`src/rtl/id_ex_pipeline_register_pkg.sv`:
```
// Shared Decode->Execute pipeline types: control/data bundle, ALU op encodings, bubble constants.
package id_ex_pipeline_register_pkg;

  localparam int ID_EX_XLEN       = 32;
  localparam int ID_EX_REG_ADDR_W = 5;

  localparam logic [1:0] ALU_OP_LOAD_STORE = 2'b00;
  localparam logic [1:0] ALU_OP_BRANCH     = 2'b01;
  localparam logic [1:0] ALU_OP_RTYPE      = 2'b10;
  localparam logic [1:0] ALU_OP_ITYPE      = 2'b11;

  typedef struct packed {
    logic       branchEnable;
    logic       memoryReadEnable;
    logic       memoryWriteEnable;
    logic       registerWriteEnable;
    logic       immediateEnable;
    logic       memoryOrAlu;
    logic [1:0] aluOperation;
  } idExControl_t;

  typedef struct packed {
    logic                        valid;
    idExControl_t                ctrl;
    logic [ID_EX_XLEN-1:0]       pc;
    logic [ID_EX_XLEN-1:0]       rs1Data;
    logic [ID_EX_XLEN-1:0]       rs2Data;
    logic [ID_EX_XLEN-1:0]       immediate;
    logic [ID_EX_REG_ADDR_W-1:0] rs1Addr;
    logic [ID_EX_REG_ADDR_W-1:0] rs2Addr;
    logic [ID_EX_REG_ADDR_W-1:0] rdAddr;
    logic [2:0]                  funct3;
    logic                        funct7b5;
  } idExBundle_t;

  localparam idExControl_t CTRL_BUBBLE = '0;
  localparam idExBundle_t  BUBBLE      = '0;

endpackage

```
`src/rtl/id_ex_pipeline_register_if.sv`:
```
// Decode-side inputs and Execute-side registered outputs of the ID/EX stage.
interface id_ex_pipeline_register_if
  import id_ex_pipeline_register_pkg::*;
#(
  parameter int XLEN       = ID_EX_XLEN,
  parameter int REG_ADDR_W = ID_EX_REG_ADDR_W
);
  logic                  validIn,  validOut;
  logic [XLEN-1:0]       pcIn,        pcOut;
  logic [XLEN-1:0]       rs1DataIn,   rs1DataOut;
  logic [XLEN-1:0]       rs2DataIn,   rs2DataOut;
  logic [XLEN-1:0]       immediateIn, immediateOut;
  logic [REG_ADDR_W-1:0] rs1AddrIn,   rs1AddrOut;
  logic [REG_ADDR_W-1:0] rs2AddrIn,   rs2AddrOut;
  logic [REG_ADDR_W-1:0] rdAddrIn,    rdAddrOut;
  logic [2:0]            funct3In,    funct3Out;
  logic                  funct7b5In,  funct7b5Out;
  logic                  branchEnableIn,        branchEnableOut;
  logic                  memoryReadEnableIn,    memoryReadEnableOut;
  logic                  memoryWriteEnableIn,   memoryWriteEnableOut;
  logic                  registerWriteEnableIn, registerWriteEnableOut;
  logic                  immediateEnableIn,     immediateEnableOut;
  logic                  memoryOrAluIn,         memoryOrAluOut;
  logic [1:0]            aluOperationIn,        aluOperationOut;

  modport master (
    output validIn, pcIn, rs1DataIn, rs2DataIn, immediateIn, rs1AddrIn, rs2AddrIn, rdAddrIn,
           funct3In, funct7b5In, branchEnableIn, memoryReadEnableIn, memoryWriteEnableIn,
           registerWriteEnableIn, immediateEnableIn, memoryOrAluIn, aluOperationIn,
    input  validOut, pcOut, rs1DataOut, rs2DataOut, immediateOut, rs1AddrOut, rs2AddrOut, rdAddrOut,
           funct3Out, funct7b5Out, branchEnableOut, memoryReadEnableOut, memoryWriteEnableOut,
           registerWriteEnableOut, immediateEnableOut, memoryOrAluOut, aluOperationOut
  );

  modport slave (
    input  validIn, pcIn, rs1DataIn, rs2DataIn, immediateIn, rs1AddrIn, rs2AddrIn, rdAddrIn,
           funct3In, funct7b5In, branchEnableIn, memoryReadEnableIn, memoryWriteEnableIn,
           registerWriteEnableIn, immediateEnableIn, memoryOrAluIn, aluOperationIn,
    output validOut, pcOut, rs1DataOut, rs2DataOut, immediateOut, rs1AddrOut, rs2AddrOut, rdAddrOut,
           funct3Out, funct7b5Out, branchEnableOut, memoryReadEnableOut, memoryWriteEnableOut,
           registerWriteEnableOut, immediateEnableOut, memoryOrAluOut, aluOperationOut
  );
endinterface

```
`src/rtl/id_ex_pipeline_register_hazard.sv`:
```
// load_use_hazard_detector: flags a consumer in Decode of a load currently sitting in ID/EX.
module load_use_hazard_detector #(
  parameter int REG_ADDR_W = 5
) (
  input  logic                  validIn,
  input  logic                  validOut,
  input  logic                  memoryReadEnableOut,
  input  logic [REG_ADDR_W-1:0] rdAddrOut,
  input  logic [REG_ADDR_W-1:0] rs1AddrIn,
  input  logic [REG_ADDR_W-1:0] rs2AddrIn,
  input  logic                  immediateEnableIn,
  input  logic                  memoryWriteEnableIn,
  input  logic                  flush,
  input  logic                  externalStall,
  output logic                  hazardStall
);
  logic uses_rs2;
  logic addr_match;

  // Stores read rs2 as store data even though they also carry an immediate.
  assign uses_rs2   = ~immediateEnableIn | memoryWriteEnableIn;
  assign addr_match = (rdAddrOut == rs1AddrIn) | (uses_rs2 & (rdAddrOut == rs2AddrIn));

  assign hazardStall = validIn & validOut & memoryReadEnableOut & (rdAddrOut != '0) & addr_match
                     & ~flush & ~externalStall;
endmodule

```
`src/rtl/id_ex_pipeline_register.sv`:
```
// ID/EX pipeline register with load-use bubble insertion, flush and external stall.
// Optional perf counters enabled by defining ID_EX_PERF_COUNTERS_EN.
module id_ex_pipeline_register
  import id_ex_pipeline_register_pkg::*;
(
  input  logic                        clock,
  input  logic                        reset,
  input  logic                        flush,
  input  logic                        externalStall,
  id_ex_pipeline_register_if.slave    bus,
  output logic                        hazardStall,
  output logic [31:0]                 bubbleCount,
  output logic [31:0]                 flushCount
);
  idExBundle_t id_ex_d, id_ex_q, load_bundle;

  load_use_hazard_detector #(.REG_ADDR_W(ID_EX_REG_ADDR_W)) u_hazard (
    .validIn             (bus.validIn),
    .validOut            (id_ex_q.valid),
    .memoryReadEnableOut (id_ex_q.ctrl.memoryReadEnable),
    .rdAddrOut           (id_ex_q.rdAddr),
    .rs1AddrIn           (bus.rs1AddrIn),
    .rs2AddrIn           (bus.rs2AddrIn),
    .immediateEnableIn   (bus.immediateEnableIn),
    .memoryWriteEnableIn (bus.memoryWriteEnableIn),
    .flush               (flush),
    .externalStall       (externalStall),
    .hazardStall         (hazardStall)
  );

  always_comb begin
    load_bundle                          = BUBBLE;
    load_bundle.valid                    = bus.validIn;
    load_bundle.pc                       = bus.pcIn;
    load_bundle.rs1Data                  = bus.rs1DataIn;
    load_bundle.rs2Data                  = bus.rs2DataIn;
    load_bundle.immediate                = bus.immediateIn;
    load_bundle.rs1Addr                  = bus.rs1AddrIn;
    load_bundle.rs2Addr                  = bus.rs2AddrIn;
    load_bundle.rdAddr                   = bus.rdAddrIn;
    load_bundle.funct3                   = bus.funct3In;
    load_bundle.funct7b5                 = bus.funct7b5In;
    load_bundle.ctrl.branchEnable        = bus.branchEnableIn;
    load_bundle.ctrl.memoryReadEnable    = bus.memoryReadEnableIn;
    load_bundle.ctrl.memoryWriteEnable   = bus.memoryWriteEnableIn;
    load_bundle.ctrl.registerWriteEnable = bus.registerWriteEnableIn;
    load_bundle.ctrl.immediateEnable     = bus.immediateEnableIn;
    load_bundle.ctrl.memoryOrAlu         = bus.memoryOrAluIn;
    load_bundle.ctrl.aluOperation        = bus.aluOperationIn;
    // Execute must never act on a non-instruction, whatever Decode drives.
    if (!bus.validIn) load_bundle.ctrl = CTRL_BUBBLE;
  end

  always_comb begin
    id_ex_d = id_ex_q;
    if (flush)              id_ex_d = BUBBLE;
    else if (externalStall) id_ex_d = id_ex_q;
    else if (hazardStall)   id_ex_d = BUBBLE;
    else                    id_ex_d = load_bundle;
  end

  always_ff @(posedge clock) begin
    if (reset) id_ex_q <= BUBBLE;
    else       id_ex_q <= id_ex_d;
  end

  assign bus.validOut               = id_ex_q.valid;
  assign bus.pcOut                  = id_ex_q.pc;
  assign bus.rs1DataOut             = id_ex_q.rs1Data;
  assign bus.rs2DataOut             = id_ex_q.rs2Data;
  assign bus.immediateOut           = id_ex_q.immediate;
  assign bus.rs1AddrOut             = id_ex_q.rs1Addr;
  assign bus.rs2AddrOut             = id_ex_q.rs2Addr;
  assign bus.rdAddrOut              = id_ex_q.rdAddr;
  assign bus.funct3Out              = id_ex_q.funct3;
  assign bus.funct7b5Out            = id_ex_q.funct7b5;
  assign bus.branchEnableOut        = id_ex_q.ctrl.branchEnable;
  assign bus.memoryReadEnableOut    = id_ex_q.ctrl.memoryReadEnable;
  assign bus.memoryWriteEnableOut   = id_ex_q.ctrl.memoryWriteEnable;
  assign bus.registerWriteEnableOut = id_ex_q.ctrl.registerWriteEnable;
  assign bus.immediateEnableOut     = id_ex_q.ctrl.immediateEnable;
  assign bus.memoryOrAluOut         = id_ex_q.ctrl.memoryOrAlu;
  assign bus.aluOperationOut        = id_ex_q.ctrl.aluOperation;

`ifdef ID_EX_PERF_COUNTERS_EN
  logic [31:0] bubble_count_d, bubble_count_q;
  logic [31:0] flush_count_d,  flush_count_q;

  // hazardStall is already masked by flush/externalStall, so it marks the hazard path exactly.
  always_comb begin
    bubble_count_d = bubble_count_q;
    flush_count_d  = flush_count_q;
    if (flush) begin
      if (bus.validIn) flush_count_d = flush_count_q + 32'd1;
    end else if (hazardStall) begin
      bubble_count_d = bubble_count_q + 32'd1;
    end
  end

  always_ff @(posedge clock) begin
    if (reset) begin
      bubble_count_q <= '0;
      flush_count_q  <= '0;
    end else begin
      bubble_count_q <= bubble_count_d;
      flush_count_q  <= flush_count_d;
    end
  end

  assign bubbleCount = bubble_count_q;
  assign flushCount  = flush_count_q;
`else
  assign bubbleCount = 32'h0;
  assign flushCount  = 32'h0;
`endif

endmodule

```
`src/flat_wrapper.sv`:
```
// flat-port wrapper written by rule: the top's interface ports become plain ports
module id_ex_pipeline_register_flat import id_ex_pipeline_register_pkg::*;
  (clock, reset, flush, externalStall, hazardStall, bubbleCount, flushCount, bus_validIn, bus_pcIn, bus_rs1DataIn, bus_rs2DataIn, bus_immediateIn, bus_rs1AddrIn, bus_rs2AddrIn, bus_rdAddrIn, bus_funct3In, bus_funct7b5In, bus_branchEnableIn, bus_memoryReadEnableIn, bus_memoryWriteEnableIn, bus_registerWriteEnableIn, bus_immediateEnableIn, bus_memoryOrAluIn, bus_aluOperationIn, bus_validOut, bus_pcOut, bus_rs1DataOut, bus_rs2DataOut, bus_immediateOut, bus_rs1AddrOut, bus_rs2AddrOut, bus_rdAddrOut, bus_funct3Out, bus_funct7b5Out, bus_branchEnableOut, bus_memoryReadEnableOut, bus_memoryWriteEnableOut, bus_registerWriteEnableOut, bus_immediateEnableOut, bus_memoryOrAluOut, bus_aluOperationOut);
  id_ex_pipeline_register_if bus_i ();
  input  logic clock;
  input  logic reset;
  input  logic flush;
  input  logic externalStall;
  output logic hazardStall;
  output logic [31:0] bubbleCount;
  output logic [31:0] flushCount;
  input wire logic [$bits(bus_i.validIn)-1:0] bus_validIn;
  input wire logic [$bits(bus_i.pcIn)-1:0] bus_pcIn;
  input wire logic [$bits(bus_i.rs1DataIn)-1:0] bus_rs1DataIn;
  input wire logic [$bits(bus_i.rs2DataIn)-1:0] bus_rs2DataIn;
  input wire logic [$bits(bus_i.immediateIn)-1:0] bus_immediateIn;
  input wire logic [$bits(bus_i.rs1AddrIn)-1:0] bus_rs1AddrIn;
  input wire logic [$bits(bus_i.rs2AddrIn)-1:0] bus_rs2AddrIn;
  input wire logic [$bits(bus_i.rdAddrIn)-1:0] bus_rdAddrIn;
  input wire logic [$bits(bus_i.funct3In)-1:0] bus_funct3In;
  input wire logic [$bits(bus_i.funct7b5In)-1:0] bus_funct7b5In;
  input wire logic [$bits(bus_i.branchEnableIn)-1:0] bus_branchEnableIn;
  input wire logic [$bits(bus_i.memoryReadEnableIn)-1:0] bus_memoryReadEnableIn;
  input wire logic [$bits(bus_i.memoryWriteEnableIn)-1:0] bus_memoryWriteEnableIn;
  input wire logic [$bits(bus_i.registerWriteEnableIn)-1:0] bus_registerWriteEnableIn;
  input wire logic [$bits(bus_i.immediateEnableIn)-1:0] bus_immediateEnableIn;
  input wire logic [$bits(bus_i.memoryOrAluIn)-1:0] bus_memoryOrAluIn;
  input wire logic [$bits(bus_i.aluOperationIn)-1:0] bus_aluOperationIn;
  output wire logic [$bits(bus_i.validOut)-1:0] bus_validOut;
  output wire logic [$bits(bus_i.pcOut)-1:0] bus_pcOut;
  output wire logic [$bits(bus_i.rs1DataOut)-1:0] bus_rs1DataOut;
  output wire logic [$bits(bus_i.rs2DataOut)-1:0] bus_rs2DataOut;
  output wire logic [$bits(bus_i.immediateOut)-1:0] bus_immediateOut;
  output wire logic [$bits(bus_i.rs1AddrOut)-1:0] bus_rs1AddrOut;
  output wire logic [$bits(bus_i.rs2AddrOut)-1:0] bus_rs2AddrOut;
  output wire logic [$bits(bus_i.rdAddrOut)-1:0] bus_rdAddrOut;
  output wire logic [$bits(bus_i.funct3Out)-1:0] bus_funct3Out;
  output wire logic [$bits(bus_i.funct7b5Out)-1:0] bus_funct7b5Out;
  output wire logic [$bits(bus_i.branchEnableOut)-1:0] bus_branchEnableOut;
  output wire logic [$bits(bus_i.memoryReadEnableOut)-1:0] bus_memoryReadEnableOut;
  output wire logic [$bits(bus_i.memoryWriteEnableOut)-1:0] bus_memoryWriteEnableOut;
  output wire logic [$bits(bus_i.registerWriteEnableOut)-1:0] bus_registerWriteEnableOut;
  output wire logic [$bits(bus_i.immediateEnableOut)-1:0] bus_immediateEnableOut;
  output wire logic [$bits(bus_i.memoryOrAluOut)-1:0] bus_memoryOrAluOut;
  output wire logic [$bits(bus_i.aluOperationOut)-1:0] bus_aluOperationOut;
  assign bus_i.validIn = bus_validIn;
  assign bus_i.pcIn = bus_pcIn;
  assign bus_i.rs1DataIn = bus_rs1DataIn;
  assign bus_i.rs2DataIn = bus_rs2DataIn;
  assign bus_i.immediateIn = bus_immediateIn;
  assign bus_i.rs1AddrIn = bus_rs1AddrIn;
  assign bus_i.rs2AddrIn = bus_rs2AddrIn;
  assign bus_i.rdAddrIn = bus_rdAddrIn;
  assign bus_i.funct3In = bus_funct3In;
  assign bus_i.funct7b5In = bus_funct7b5In;
  assign bus_i.branchEnableIn = bus_branchEnableIn;
  assign bus_i.memoryReadEnableIn = bus_memoryReadEnableIn;
  assign bus_i.memoryWriteEnableIn = bus_memoryWriteEnableIn;
  assign bus_i.registerWriteEnableIn = bus_registerWriteEnableIn;
  assign bus_i.immediateEnableIn = bus_immediateEnableIn;
  assign bus_i.memoryOrAluIn = bus_memoryOrAluIn;
  assign bus_i.aluOperationIn = bus_aluOperationIn;
  assign bus_validOut = bus_i.validOut;
  assign bus_pcOut = bus_i.pcOut;
  assign bus_rs1DataOut = bus_i.rs1DataOut;
  assign bus_rs2DataOut = bus_i.rs2DataOut;
  assign bus_immediateOut = bus_i.immediateOut;
  assign bus_rs1AddrOut = bus_i.rs1AddrOut;
  assign bus_rs2AddrOut = bus_i.rs2AddrOut;
  assign bus_rdAddrOut = bus_i.rdAddrOut;
  assign bus_funct3Out = bus_i.funct3Out;
  assign bus_funct7b5Out = bus_i.funct7b5Out;
  assign bus_branchEnableOut = bus_i.branchEnableOut;
  assign bus_memoryReadEnableOut = bus_i.memoryReadEnableOut;
  assign bus_memoryWriteEnableOut = bus_i.memoryWriteEnableOut;
  assign bus_registerWriteEnableOut = bus_i.registerWriteEnableOut;
  assign bus_immediateEnableOut = bus_i.immediateEnableOut;
  assign bus_memoryOrAluOut = bus_i.memoryOrAluOut;
  assign bus_aluOperationOut = bus_i.aluOperationOut;
  id_ex_pipeline_register u_core (.clock(clock), .reset(reset), .flush(flush), .externalStall(externalStall), .bus(bus_i), .hazardStall(hazardStall), .bubbleCount(bubbleCount), .flushCount(flushCount));
endmodule
```
`config.mk`:
```
export PLATFORM = sky130hd
export DESIGN_NAME = id_ex_pipeline_register_flat
export DESIGN_NICKNAME = d
export VERILOG_FILES = /design/src/rtl/id_ex_pipeline_register_pkg.sv /design/src/rtl/id_ex_pipeline_register_if.sv /design/src/rtl/id_ex_pipeline_register_hazard.sv /design/src/rtl/id_ex_pipeline_register.sv /design/src/flat_wrapper.sv
export SDC_FILE = /design/constraint.sdc
export NUM_CORES = 1
export LEC_CHECK = 0
export CORE_AREA = 2 2 149 151
export CTS_BUF_LIST = sky130_fd_sc_hd__clkbuf_4 sky130_fd_sc_hd__clkbuf_8
export DETAILED_ROUTE_END_ITERATION = 10
export DIE_AREA = 0 0 151 153
export PLACE_DENSITY = 0.68
export SLEW_MARGIN = 25
export SYNTH_ARGS = -nofsm -noshare
export SYNTH_HDL_FRONTEND = slang
export SYNTH_HIERARCHICAL = 1
export SYNTH_SLANG_ARGS = --single-unit
```
`constraint.sdc`:
```
create_clock -name clock -period 4.4 [get_ports clock]
set_input_delay 1.1 -clock clock [delete_from_list [all_inputs] [get_ports clock]]
set_output_delay 1.1 -clock clock [all_outputs]
set_load 0.005 [all_outputs]
```
; ---- After elaboration in Yosys (flattened, before gate mapping)
; Index checks and enable logic that the tools add are counted.
; W data, S select, Z words.
[op_classes]
mux = 2
bitwise = 12
eq_ne = 2
reduce_logical = 2
[op_table]
columns = cell, count
row1 = $mux W156, 1
row2 = $eq A5 B5 Y1, 2
row3 = $mux W8, 1
row4 = $and A1 B1 Y1, 7
row5 = $reduce_bool A5 Y1, 1
row6 = $not A1 Y1, 3
row7 = $or A1 B1 Y1, 2
row8 = $reduce_or A2 Y1, 1
[word_totals]
in_bits = 160
output_inout_bits = 221
word_cells = 35
register_bits = 156

; ---- Depth between registers and ports, before layout
[depth]
word_depth = 8
depth_mapped = 8
ltp_nobuf = 6

; ---- Modules after synthesis
; The synthesis kept the hierarchy.
[by_module_without_submodules]
columns = module, seq_area_each_um2, area_each_um2, n_inst, cells_each
row1 = id_ex_pipeline_register, 3123.0, 6668.9, 1, 758
row2 = load_use_hazard_detector, 0.0, 148.9, 1, 20

; ---- Worst setup path after synthesis
; OpenSTA, ideal clock, no wires.
[synth_timing]
path_type = input port to output port
startpoint = input port bus_rs2AddrIn[0]
endpoint = output port hazardStall
slack_ns = 1.460
required_time_ns = 3.300
path_stages = 4
t_arrival_ns = 1.840
cell_sequence = xor2_1 > nor4_1 > nand3_1 > a21oi_1
[synth_via]
elab_chain_cells = 6
[synth_lines]
columns = item, line_no
row1 = "start, declared", flat_wrapper.sv:18  ; input wire logic [$bits(bus_i.rs2AddrIn)-1:0] bus_rs2AddrIn;
row2 = $eq A5 B5 Y1, id_ex_pipeline_register_hazard.sv:22  ; assign addr_match = (rdAddrOut == rs1AddrIn) | (uses_rs2 & (rdAddrOut == rs2AddrIn));
row3 = $and A1 B1 Y1, id_ex_pipeline_register_hazard.sv:22
row4 = $or A1 B1 Y1, id_ex_pipeline_register_hazard.sv:22
row5 = $and A1 B1 Y1, id_ex_pipeline_register_hazard.sv:24  ; assign hazardStall = validIn & validOut & memoryReadEnableOut & (rdAddrOut != '0) & addr_match
row6 = $and A1 B1 Y1 (2 in a row), id_ex_pipeline_register_hazard.sv:25  ; & ~flush & ~externalStall;
row7 = "end, declared", flat_wrapper.sv:9  ; output logic hazardStall;
; Every way passes these cells.

; ---- Worst setup path in the final report
[layout_timing]
startpoint = input port bus_rs2AddrIn[3]
endpoint = output port hazardStall
; Same word-level chain as after synthesis.

==> impl_metrics.yaml <==
outcome:
  status: "finished clean"
floorplanning:
  start_util: 0.317
  die_h_um: 153
  die_area_mm2: 0.0231
  die_x_um: 151
  io_pins: 381
  rows: 54
  coreArea_mm2: 0.0215
synthesis:
  synth_cell_types: 23
  yosys_register_bits: 156
  synth-seq-area-share: 0.458
  yosys-top-cells-area: "dfxtp_1 (46%), or3b_1 (16%), a21oi_1 (11%), nand2_1 (8.6%), buf_4 (7.0%)"
  synth_area_per_cell_um2: 8.76
  yosysWarnings: 6
  netlist_area_mm2: 0.00682
  synth_top_area_cell: "dfxtp_1"
  syn_inst: 778
  synth_top_area_share: 0.458
power_and_ir_drop:
  clock_power_share: 0.367
  swShare: 0.264
  p_leak_nw: 3.75
  p_comb_frac: 0.143
  power_switching_w: 0.000797
  p_seq_frac: 0.490
  powerDensity_mw_per_mm2: 293
  vdd_ir_drop_max_mv: 0.159
  p_int_w: 0.00222
detailed_routing:
  wire_per_inst_um: 15.1
  via_per_inst: 4.49
  vias: 6028
  drc: 0
  ant_nets: 0
  finalWirelength_um: 20200
  drt_iter0_drc: 228
  firstDrtPassIters: 4
sta:
  final.setup.tns_ps: 0
  slew_viol_final: 0
  final-setup-viol-count: 0
  max-slew-margin-rel: 0.551
  tightest_slew_ps: 674
  fmax_mhz: 248
  period_share: 0.916
  finalClockSkew_ps: 10.4
  hold_viol: 0
  fin_ws_ps: 370
  whs_ps: 462
  finalCriticalPeriod_ps: 4030
  rsz0062_at_grt: "false"
setup_path:
  critPathLaunch: "bus_rs2AddrIn[3]"
  worstPathMaxFanout: 2
  r2r_start: "u_core/bus.rdAddrOut[0]"
  worstSetupEndpoint: "hazardStall"
  cp.arrival_ps: 2930
  r2r_cells: 7
  end_kind: "output port"
  r2r-end: "u_core/bus.aluOperationOut[1]"
  critPathKind: "in -> out"
  required_ps: 3300
  critPathLaunchType: "input port"
  reg2reg_setup_slack_ps: 1930
clock_tree:
  cts_max_path_buffers: 2
  clock-sinks: 156
  numCtsBuffers: 17
  cts.clk_slew.worst_paths_ps: 90
  cts_hold_buf: 0
  cts-root-buf: "clkbuf_8"
  h-tree-depth: 4
  clock_latency_ps: 440
  postCtsSetupBuffers: 0
  cts_resized: 0
  cts_tree: "yes"
final_layout:
  nFillCells: 2104
  layout-drive-gt1-share: 0.0734
  antenna_cells: 0
  area_delta_synth_final_pct: 51.0
  design_area_mm2: 0.0103
  multi_input_area_mm2: 0.00316
  seqCellArea_mm2: 0.00312
  finalNetCount: 1210
place:
  pre_cts_slack_ps: 394
  placed_area_mm2: 0.00987
  hpwl_um: 13200
  port_buffers: 316
  gp_congestion: 0.782
global_routing:
  antenna_found_initial: 1
  grt_pass1_wl_um: 30600
  grt_overflow: 0
  grt_pass1_vias: 5538
  grt_use_total: 0.167
  grt_max_degree: 305
run:
  cap_viol_max_count: 0
worst_hold_path:
  min_path_type: "reg -> reg"
==> metal layers <==
layer / global-route usage / vias to the layer above / wire (um)
li1: - / 3065 / -
met1: 0.207 / 2706 / 8620
met2: 0.272 / 225 / 9680
met3: 0.0525 / 30 / 1420
met4: 0.0632 / 2 / 506
met5: 0 / - / 13
==> registers in the layout, indices dropped and copies added, names as in the netlist <==
| name | flops |
|---|---|
| u_core/bus.rs2DataOut | 32 |
| u_core/bus.funct3Out | 3 |
| u_core/bus.pcOut | 32 |
| u_core/bus.aluOperationOut | 2 |
| u_core/bus.validOut | 1 |
| u_core/bus.rs1AddrOut | 5 |
| u_core/bus.memoryWriteEnableOut | 1 |
| u_core/bus.rs1DataOut | 32 |
| u_core/bus.rdAddrOut | 5 |
| u_core/bus.memoryReadEnableOut | 1 |
| u_core/bus.funct7b5Out | 1 |
| u_core/bus.rs2AddrOut | 5 |
| u_core/bus.memoryOrAluOut | 1 |
| u_core/bus.registerWriteEnableOut | 1 |
| u_core/bus.branchEnableOut | 1 |
| u_core/bus.immediateOut | 32 |
| u_core/bus.immediateEnableOut | 1 |
==> layout make-up <==
cell class / instances / area share
clock inverters: 14 / 0.0146
repair buffers: 322 / 0.317
multi-input cells: 553 / 0.307
well taps: 280 / 0.0340
clock buffers: 18 / 0.0241
flip-flops and latches: 156 / 0.303
==> synthesized netlist by cell type <==
library cell and count:
nand2_1 157, nor3_1 2, nand2b_1 1, nand3_1 2
buf_4 64, clkbuf_2 9, nor4_1 1, or4_1 1
xor2_1 7, clkbuf_1 29, buf_2 22, a21oi_2 1
a21oi_1 148, dfxtp_1 156, or2_1 1, buf_6 2
o211ai_2 1, buf_1 6, or3b_2 35, o22ai_1 8
conb_1 1, xnor2_1 3, or3b_1 121
==> per-stage QoR <==
stage | cells | total power [W] | util
finish | 1343 | 0.00302 | 0.479
detailed placement | 1310 | 0.00194 | 0.459
global route | 1343 | 0.00317 | 0.479
global placement | 1310 | 0.00194 | 0.459
floorplan | 841 | 0.00173 | -
CTS | 1342 | 0.00307 | 0.478
==> cell families after synthesis <==
logic type / after synthesis / share of synthesized area
xor gates and xnor gates: 10 / 0.0128
buffers and inverters: 132 / 0.116
and+or+nand+nor: 321 / 0.294
other: 1 / 0.000550
DFF: 156 / 0.458
AOI/OAI and AO/OA: 158 / 0.119
==> cells in the final DEF (no fill, tap or decap), types with 2 or more instances in the layout <==
cell	count
nand3_1	2
inv_8	4
o22ai_1	8
clkdlybuf4s50_1	315
conb_1	64
buf_12	3
buf_4	2
or3b_2	35
xnor2_1	3
clkinv_4	2
nand2_1	157
a21oi_1	147
inv_6	6
nor3_1	2
or3b_1	121
xor2_1	7
dfxtp_1	156
clkbuf_8	18
==> worst min-delay path by stage <==
stage	slack, ps	startpoint	to	cells past startpoint
after floorplan	450	u_core/bus.pcOut[29]	u_core/bus.pcOut[29]	2
after global placement	440	u_core/bus.pcOut[29]	u_core/bus.pcOut[29]	2
after detailed placement	450	u_core/bus.rs1DataOut[4]	u_core/bus.rs1DataOut[4]	2
after CTS	470	u_core/bus.rs1DataOut[28]	u_core/bus.rs1DataOut[28]	2
after global routing	480	u_core/bus.rs2DataOut[6]	u_core/bus.rs2DataOut[6]	2
final	460	u_core/bus.rs1DataOut[28]	u_core/bus.rs1DataOut[28]	2
==> power groups by stage <==
stage               clock, W  combinational, W  sequential, W
global placement           0          0.000426        0.00151
detailed placement         0          0.000429        0.00151
floorplan                  0          0.000212        0.00151
finish               0.00111          0.000431        0.00148
global route         0.00121          0.000471        0.00148
CTS                  0.00116          0.000432        0.00148
==> critical path, stage by stage <==
cell and delay, ps:
clkdlybuf4s50_1 450, xor2_1 160, nor4_1 310, nand3_1 180, a21oi_4 200, clkdlybuf4s50_1 530
Power figures use the tool's default switching activity.
